--- src/rtl/data_mem_controller.sv ---
// Load/store responder between the load-store buffer and the memory arbiter.
// Serialises one request at a time onto a byte-wide little-endian memory/IO bus.
module data_mem_controller #(
  parameter int unsigned ADDR_WIDTH = 18,
  parameter logic [1:0]  IO_TAG     = 2'b11
) (
  input  logic                  clk,
  input  logic                  rst,
  input  logic                  dcache_rw_en,
  input  logic                  dcache_write_mode,
  input  logic [1:0]            dcache_width,
  input  logic                  dcache_sign_ext,
  input  logic [ADDR_WIDTH-1:0] dcache_addr,
  input  logic [31:0]           dcache_value,
  output logic                  dcache_idle,
  output logic                  dcache_rw_feedback_en,
  output logic [31:0]           dcache_load_val,
  output logic                  mem_busy,
  input  logic                  mem_grant,
  input  logic [7:0]            mem_din,
  output logic [7:0]            mem_dout,
  output logic [ADDR_WIDTH-1:0] mem_a,
  output logic                  mem_wr,
  input  logic                  io_buffer_full
);

  typedef enum logic [1:0] {StIdle, StGnt, StRd, StWr} state_e;

  state_e                state_q, state_d;
  logic                  write_q, write_d;
  logic [1:0]            width_q, width_d;
  logic                  sext_q, sext_d;
  logic [ADDR_WIDTH-1:0] addr_q, addr_d;
  logic [31:0]           value_q, value_d;
  logic [2:0]            issue_q, issue_d;  // bytes put on the bus so far
  logic [2:0]            capt_q, capt_d;    // load bytes captured so far
  logic [31:0]           lanes_q, lanes_d;
  logic                  fb_q, fb_d;
  logic [31:0]           load_val_q, load_val_d;

  logic [2:0]  nbytes;
  logic        accept;
  logic        io_stall;
  logic        last_issue;
  logic [7:0]  store_byte;
  logic [31:0] merged;
  logic [31:0] extended;

  always_comb begin
    unique case (width_q)
      2'd0:    nbytes = 3'd1;
      2'd1:    nbytes = 3'd2;
      default: nbytes = 3'd4;
    endcase
  end

  assign accept     = dcache_rw_en && ((state_q == StIdle) || fb_q);
  assign io_stall   = write_q && (addr_q[ADDR_WIDTH-1 -: 2] == IO_TAG) && io_buffer_full;
  assign last_issue = (issue_q == nbytes - 3'd1);
  assign store_byte = value_q[{issue_q[1:0], 3'b000} +: 8];

  // Final load byte arrives straight from the bus in the completing cycle.
  always_comb begin
    merged = lanes_q;
    merged[{capt_q[1:0], 3'b000} +: 8] = mem_din;
  end

  always_comb begin
    unique case (width_q)
      2'd0:    extended = {{24{sext_q & merged[7]}}, merged[7:0]};
      2'd1:    extended = {{16{sext_q & merged[15]}}, merged[15:0]};
      default: extended = merged;
    endcase
  end

  always_comb begin
    state_d    = state_q;
    write_d    = write_q;
    width_d    = width_q;
    sext_d     = sext_q;
    addr_d     = addr_q;
    value_d    = value_q;
    issue_d    = issue_q;
    capt_d     = capt_q;
    lanes_d    = lanes_q;
    fb_d       = 1'b0;
    load_val_d = load_val_q;
    mem_a      = '0;
    mem_wr     = 1'b0;
    mem_dout   = 8'h00;

    unique case (state_q)
      StIdle: ;
      StGnt: begin
        if (mem_grant && !io_stall) begin
          mem_a    = addr_q + ADDR_WIDTH'(issue_q);
          mem_wr   = write_q;
          mem_dout = write_q ? store_byte : 8'h00;
          issue_d  = issue_q + 3'd1;
          state_d  = write_q ? StWr : StRd;
          fb_d     = write_q && last_issue;
        end
      end
      StRd: begin
        if (fb_q) begin
          state_d = StIdle;
        end else begin
          lanes_d = merged;
          capt_d  = capt_q + 3'd1;
          if (issue_q < nbytes) begin
            mem_a   = addr_q + ADDR_WIDTH'(issue_q);
            issue_d = issue_q + 3'd1;
          end
          if (capt_q == nbytes - 3'd1) begin
            fb_d       = 1'b1;
            load_val_d = extended;
          end
        end
      end
      StWr: begin
        if (fb_q) begin
          state_d = StIdle;
        end else if (!io_stall) begin
          mem_a    = addr_q + ADDR_WIDTH'(issue_q);
          mem_wr   = 1'b1;
          mem_dout = store_byte;
          issue_d  = issue_q + 3'd1;
          fb_d     = last_issue;
        end
      end
      default: state_d = StIdle;
    endcase

    // Acceptance only happens in idle or in the feedback cycle, where no bus traffic occurs.
    if (accept) begin
      state_d = StGnt;
      write_d = dcache_write_mode;
      width_d = dcache_width;
      sext_d  = dcache_sign_ext;
      addr_d  = dcache_addr;
      value_d = dcache_value;
      issue_d = 3'd0;
      capt_d  = 3'd0;
      lanes_d = 32'h0;
    end
  end

  always_ff @(posedge clk) begin
    if (rst) begin
      state_q    <= StIdle;
      write_q    <= 1'b0;
      width_q    <= 2'd0;
      sext_q     <= 1'b0;
      addr_q     <= '0;
      value_q    <= 32'h0;
      issue_q    <= 3'd0;
      capt_q     <= 3'd0;
      lanes_q    <= 32'h0;
      fb_q       <= 1'b0;
      load_val_q <= 32'h0;
    end else begin
      state_q    <= state_d;
      write_q    <= write_d;
      width_q    <= width_d;
      sext_q     <= sext_d;
      addr_q     <= addr_d;
      value_q    <= value_d;
      issue_q    <= issue_d;
      capt_q     <= capt_d;
      lanes_q    <= lanes_d;
      fb_q       <= fb_d;
      load_val_q <= load_val_d;
    end
  end

`ifndef SYNTHESIS
  always_ff @(posedge clk) begin
    if (!rst && accept && (dcache_width == 2'b11)) begin
      $fatal(1, "data_mem_controller: illegal access width 2'b11");
    end
  end
`endif

  assign dcache_idle           = (state_q == StIdle);
  assign mem_busy              = (state_q != StIdle);
  assign dcache_rw_feedback_en = fb_q;
  assign dcache_load_val       = load_val_q;

endmodule

--- config.mk ---
export PLATFORM = sky130hd
export DESIGN_NAME = data_mem_controller
export DESIGN_NICKNAME = d
export VERILOG_FILES = /design/src/rtl/data_mem_controller.sv
export SDC_FILE = /design/constraint.sdc
export NUM_CORES = 1
export LEC_CHECK = 0
export BUFFER_PORTS_ARGS = -buffer_cell sky130_fd_sc_hd__buf_2
export CORE_UTILIZATION = 50
export DETAILED_ROUTE_END_ITERATION = 8
export GPL_TIMING_DRIVEN = 0
export PLACE_DENSITY = 0.8
export SYNTH_ARGS = -nofsm -noshare
export SYNTH_HDL_FRONTEND = slang
export SYNTH_SLANG_ARGS = --single-unit
--- constraint.sdc ---
create_clock -name clk -period 3 [get_ports clk]
set_input_delay 0.45 -clock clk [delete_from_list [all_inputs] [get_ports clk]]
set_output_delay 0.45 -clock clk [all_outputs]
set_load 0.01 [all_outputs]
==> metrics.md, run 1 <==
| Metric | Value |
|---|---|
| CTS tree | `done` |
| Antenna diodes | `0` |
| Initial antenna violation count | `0` |
| Post-synth EDFFs | `0` |
| Max-cap violations | `0` |
| Share of cells above drive strength 1 | `24.1%` |
| CTS max path bufs | `2` |
| Area of the mapped netlist | `0.00590 mm²` |
| Global route hottest layer | `met2` |
| F_max | `0.340 GHz` |
| Worst EP required | `2.55 ns` |
| M2 GR Usage | `41.2%` |
| Root buffer cell | `clkbuf_16` |
| Post-synth ARST share | `0%` |
| Primary FF master, synth | `dfxtp_1` |
| Number of remaining DRC errors | `0` |
| Grt met1 use | `34.1%` |
| Cell variety after synth | `51` |
| Final Net Count | `949` |
| Die Wd | `111 µm` |
| Met3 GRT Util | `6.53%` |
| Peak VDD IR | `0.000364 V` |
| Hold Fails Final Rpt | `0` |
| Setup_tns | `0 ns` |
| Syn Nets | `802` |
| Initial core utilization | `51.4%` |
| Finish-stage setup viols | `0` |
| HPWL Detailed | `11000 µm` |
| Cell area after layout | `0.00748 mm²` |
| # IOs | `129` |
| Placed cell areas | `0.00671 mm²` |
| WL/cell | `16.1 µm` |
| Routed via count | `5751` |
| Tot Pwr | `4.56 mW` |
| Overflow after GRT | `0` |
| Least-Margin Pin Slew | `1.12 ns` |
| Area growth, synth to finish | `26.8%` |
| Fin cells | `1024` |
| Final worst slack | `0.0568 ns` |
| Min-delay worst type | `in -> reg` |
| Final period utilization | `98.1%` |
| Routed Antenna Nets | `0` |
| Avg Cell Area, Syn | `8.18 µm²` |
| Die ar. | `0.0122 mm²` |
| Slew Limit Fails | `0` |
| Hold depth | `3` |
| Vias in the first global route | `5335` |
| DR vias/cell | `5.62` |
| First-pass DRT Iterations | `7` |
| Largest net degree at the start of global routing | `17` |
| Outcome | `complete, no violations` |
| Seq/Total Area, Yosys | `43.1%` |
| Seq cells post-synth | `127` |
| Arrival @ worst endpoint | `2.49 ns` |
| WS Path Type | `reg -> out` |
| CORE AREA | `0.0115 mm²` |
| Clock latency at the later pin of the worst-skew pair | `0.42 ns` |
| Setup crit start kind | `flop` |
| Leakage power | `2.91 nW` |
| First-pass GRT wire length | `25900 µm` |
| Worst setup EP type | `primary output` |
| DR iter-0 viols | `369` |
| Sink count of the clock tree | `127` |
| DP Cell Count | `991` |
| Row count | `39` |
| Yosys synthesis warning count | `0` |
| Clock skew | `0.00842 ns` |
| CTS Buf Count | `17` |
| Max_slew headroom | `25.0%` |
| Crit path max fanout | `10` |
| Gp weighted congestion | `0.819` |
| CTS H-tree lvls | `4` |
| Power per cell area | `610 mW/mm²` |
| Pre-CTS WS | `-0.362 ns` |
| CTS clk-pin slew, worst paths | `0.06 ns` |
| R2R depth | `8` |
| Die Ht | `111 µm` |
| Global Route Usage Sum | `26.3%` |
| Final min period | `2.94 ns` |
| PortBufs | `127` |
| Synthesized instance count | `721` |
| Final WL | `16500 µm` |
==> logic make-up after synthesis <==
family                     Yosys count  synth area share (%)
and+or+nand+nor                    304                  23.4
AOI/OAI and AO/OA                  187                  20.0
DFF                                127                  43.1
buffers and inverters               65                  4.78
muxes                               14                  4.07
adders and majority gates           14                  3.10
xor gates and xnor gates            10                  1.49
==> power by group <==
group	internal, mW	switching, mW	total [mW]
clock network	1.52	0.780	2.30
logic	0.171	0.281	0.452
registers	1.76	0.0527	1.81
total	3.45	1.11	4.56
==> state kept, by name, indices dropped and copies added (netlist names), 2 cells and up <==
register / flops
issue_q: 3
state_q: 2
width_q: 2
capt_q: 3
dcache_load_val: 32
value_q: 32
lanes_q: 32
addr_q: 18
==> placed cells by master (no fill, tap or decap), types with 16 or more instances in the layout <==
master	instances
nor2_1	82
nand2_1	135
clkbuf_16	17
a211oi_1	49
clkbuf_1	25
buf_2	137
a21oi_1	86
dfxtp_1	126
nor2b_1	26
a22oi_1	16
==> cells in the mapped netlist (all sizes together) (5+ instances only) <==
master,number,share of area [%]
a211oi,49,6.2
a21oi,86,7.3
a22oi,16,2.0
a31oi,9,0.95
and2,5,0.53
buf,26,2.3
clkbuf,27,1.7
dfxtp,127,43
ha,13,2.8
inv,12,0.76
mux2i,6,1.0
mux4,8,3.1
nand2,135,8.6
nand3,11,0.93
nor2,83,5.3
nor2b,27,2.9
nor3,6,0.51
o21a,5,0.64
o21ai,9,0.83
or2,8,0.85
or3,5,0.53
xnor2,5,0.74
xor2,5,0.74
==> area by class of cell <==
type	count	area, µm²
clock inverters	13	210
flip-flops and latches	127	2550
inverters	12	47.5
multi-input cells	529	3140
repair buffers	128	643
clock buffers	19	453
well taps	143	179
fillers	951	3990
plain buffers	53	256
==> what timing repair did <==
action,CTS,global route
hold buffers,0,0
pin swaps,0,2
setup buffers,1,0
resized for setup,13,15
endpoints found under the hold margin,0,0
setup endpoints to repair,18,17
==> worst max-delay path: stages (launching register included) <==
cell      delay [ns]
dfxtp_1         0.30
clkbuf_4        0.20
inv_4           0.10
nand2_1         0.05
ha_1            0.28
nor2b_1         0.14
o21a_1          0.20
o21a_1          0.21
buf_4           0.19
nor3_2          0.22
buf_2           0.16
==> metal layers <==
| layer | vias to the layer above | share of wire, % |
|---|---|---|
| li1 | 2796 | - |
| met3 | 52 | 5.9 |
| met2 | 208 | 47 |
| met4 | 0 | 3.5 |
| met5 | - | 0 |
| met1 | 2695 | 44 |
==> through the flow <==
step	util (%)	hold slack (ns)
floorplan	-	0.432
global placement	58.5	0.441
detailed placement	58.5	0.446
CTS	64.8	0.255
global route	65.2	0.269
finish	65.2	0.267
==> worst paths after layout <==
path	start	slack (ns)	endpoint
worst max register to register	capt_q[0]$_SDFFE_PP0P_	0.53	dcache_load_val[30]$_SDFFE_PP0P_
worst max-delay path	width_q[1]$_SDFFE_PP0P_	0.06	mem_a[3]
worst min register to register	value_q[11]$_SDFFE_PP0P_	0.45	value_q[11]$_SDFFE_PP0P_
worst min-delay path	dcache_value[21]	0.27	value_q[21]$_SDFFE_PP0P_
No activity file was read; power rests on OpenSTA's default activity.
==> run 2: changes to the inputs <==
--- a/config.mk
+++ b/config.mk
@@ -6,10 +6,10 @@
 export NUM_CORES = 1
 export LEC_CHECK = 0
 export BUFFER_PORTS_ARGS = -buffer_cell sky130_fd_sc_hd__buf_2
-export CORE_UTILIZATION = 50
+export CORE_UTILIZATION = 54
 export DETAILED_ROUTE_END_ITERATION = 8
 export GPL_TIMING_DRIVEN = 0
-export PLACE_DENSITY = 0.8
+export PLACE_DENSITY = 0.85
 export SYNTH_ARGS = -nofsm -noshare
 export SYNTH_HDL_FRONTEND = slang
 export SYNTH_SLANG_ARGS = --single-unit
==> metrics.md, run 2 (synthesized netlist as in run 1, its figures left out) <==
| Metric | Value |
|---|---|
| Outcome | `complete, no violations` |
| DR iter-0 viols | `385` |
| Arrival @ worst endpoint | `2.48 ns` |
| Final period utilization | `97.6%` |
| Setup_tns | `0 ns` |
| Tot Pwr | `4.38 mW` |
| Initial antenna violation count | `0` |
| Die Wd | `106 µm` |
| Sink count of the clock tree | `127` |
| R2R depth | `8` |
| # IOs | `129` |
| WS Path Type | `reg -> out` |
| HPWL Detailed | `10600 µm` |
| Min-delay src | `dcache_value[17]` |
| Placed cell areas | `0.00670 mm²` |
| Number of remaining DRC errors | `0` |
| F_max | `0.342 GHz` |
| First-pass GRT wire length | `26900 µm` |
| PortBufs | `127` |
| Power per cell area | `584 mW/mm²` |
| Reg-to-reg endpoint | `dcache_load_val[24]$_SDFFE_PP0P_` |
| Hold Fails Final Rpt | `0` |
| Commonest non-fill, non-tap cell in the layout | `buf_2` |
| Worst EP required | `2.55 ns` |
| Slew Limit Fails | `0` |
| DP Cell Count | `984` |
| Crit path max fanout | `7` |
| Global Route Usage Sum | `30.4%` |
| DR vias/cell | `5.76` |
| Gp weighted congestion | `0.840` |
| CTS clk-pin slew, worst paths | `0.06 ns` |
| Share of cells above drive strength 1 | `25.5%` |
| CTS Buf Count | `17` |
| Clock skew | `0.00538 ns` |
| Antenna diodes | `0` |
| First-pass DRT Iterations | `5` |
| Pre-CTS WS | `-0.343 ns` |
| Routed Antenna Nets | `0` |
| Max-cap violations | `0` |
| Switching part of the total power | `26.2%` |
| Worst setup EP type | `primary output` |
| Least-Margin Pin Slew | `1.02 ns` |
| Setup crit start kind | `flop` |
| Fin cells | `1021` |
| Reg power frac | `41.3%` |
| Max_slew headroom | `31.8%` |
| Internal power | `3.23 mW` |
| Hold EP | `value_q[17]$_SDFFE_PP0P_` |
| Number of hold buffers added after cts | `0` |
| Row count | `37` |
| Peak VDD IR | `0.000460 V` |
| Most frequent cells in the layout | `buf_2, nand2_1, dfxtp_1` |
| Final WL | `16800 µm` |
| Area growth, synth to finish | `27.3%` |
| Vias in the first global route | `5598` |
| Die ar. | `0.0113 mm²` |
| Final min period | `2.93 ns` |
| RSZ-0062 raised after global routing | `yes` |
| R2r startpoint | `capt_q[0]$_SDFFE_PP0P_` |
| Finish-stage setup viols | `0` |
| Largest net degree at the start of global routing | `17` |
| Final worst slack | `0.0723 ns` |
| Overflow after GRT | `0` |
| WL/cell | `16.4 µm` |
| Min-delay worst type | `in -> reg` |
| Initial core utilization | `56.4%` |
| Routed via count | `5879` |
| Reg-to-reg slack, setup | `0.51 ns` |
| CORE AREA | `0.0105 mm²` |
| Clock latency at the later pin of the worst-skew pair | `0.53 ns` |
| Final Net Count | `953` |
| CTS tree | `done` |
| Die Ht | `106 µm` |
| Clk pwr share | `48.2%` |
| Hold depth | `3` |
| Cell area after layout | `0.00751 mm²` |
| CTS max path bufs | `2` |
| Leakage power | `2.91 nW` |
| CTS H-tree lvls | `4` |
| Comb power frac | `10.4%` |
| P_sw | `1.15 mW` |
| Root buffer cell | `clkbuf_8` |
[run 2: power groups by stage]
stage | registers (mW) | clock network, mW | logic (mW)
finish | 1.81 | 2.12 | 0.458
global route | 1.82 | 2.20 | 0.505
CTS | 1.81 | 2.12 | 0.440
detailed placement | 1.84 | 0 | 0.427
global placement | 1.84 | 0 | 0.420
floorplan | 1.84 | 0 | 0.268
[run 2: area by class of cell]
| type | instances | area [µm²] |
|---|---|---|
| clock inverter | 14 | 184 |
| clock buffer | 18 | 428 |
| sequential | 127 | 2550 |
| fill | 812 | 2960 |
| multi-input combinational | 529 | 3170 |
| tap | 136 | 170 |
| buffer | 53 | 274 |
| timing repair buffer | 132 | 673 |
| inverter | 12 | 50.0 |
[run 2: stage by stage]
| stage | util [%] | hold slack [ns] |
|---|---|---|
| floorplan | - | 0.432 |
| finish | 71.8 | 0.157 |
| CTS | 71.0 | 0.147 |
| global route | 71.8 | 0.150 |
| detailed placement | 64.1 | 0.446 |
| global placement | 64.1 | 0.439 |
[run 2: worst max-delay path by stage]
| stage | start | endpoint | slack (ns) | cells after the start |
|---|---|---|---|---|
| 4_1_cts | issue_q[0]$_SDFFE_PP0P_ | mem_a[14] | 0.001 | 8 |
| 3_3_place_gp | issue_q[1]$_SDFFE_PP0P_ | mem_a[16] | -0.28 | 8 |
| 6_report | issue_q[1]$_SDFFE_PP0P_ | mem_a[17] | 0.07 | 7 |
| 2_1_floorplan | issue_q[1]$_SDFFE_PP0P_ | mem_a[12] | 0.26 | 7 |
| 5_1_grt | issue_q[0]$_SDFFE_PP0P_ | mem_a[1] | -0.004 | 9 |
| 3_5_place_dp | issue_q[1]$_SDFFE_PP0P_ | mem_a[16] | -0.34 | 8 |
[run 2: what timing repair did]
| item | CTS | global route |
|---|---|---|
| buffers inserted | 3 | 2 |
| gates resized for setup | 22 | 21 |
| pin swaps | 4 | 7 |
| setup endpoints to repair | 18 | 18 |
[run 2: worst max-delay path: stages (launching register included)]
cell	delay, ns
dfxtp_4	0.37
ha_1	0.31
a211oi_2	0.10
nand4bb_1	0.18
buf_2	0.19
or4_1	0.47
a21oi_1	0.17
buf_2	0.15
[run 2: routing by layer]
layer / up-vias / wire length (µm) / track usage, %
met3: 63 / 1270 / 7.36
met1: 2739 / 6920 / 37.5
li1: 2810 / - / -
met4: 0 / 634 / 15.4
met5: - / 0 / 0
met2: 267 / 7970 / 49.6
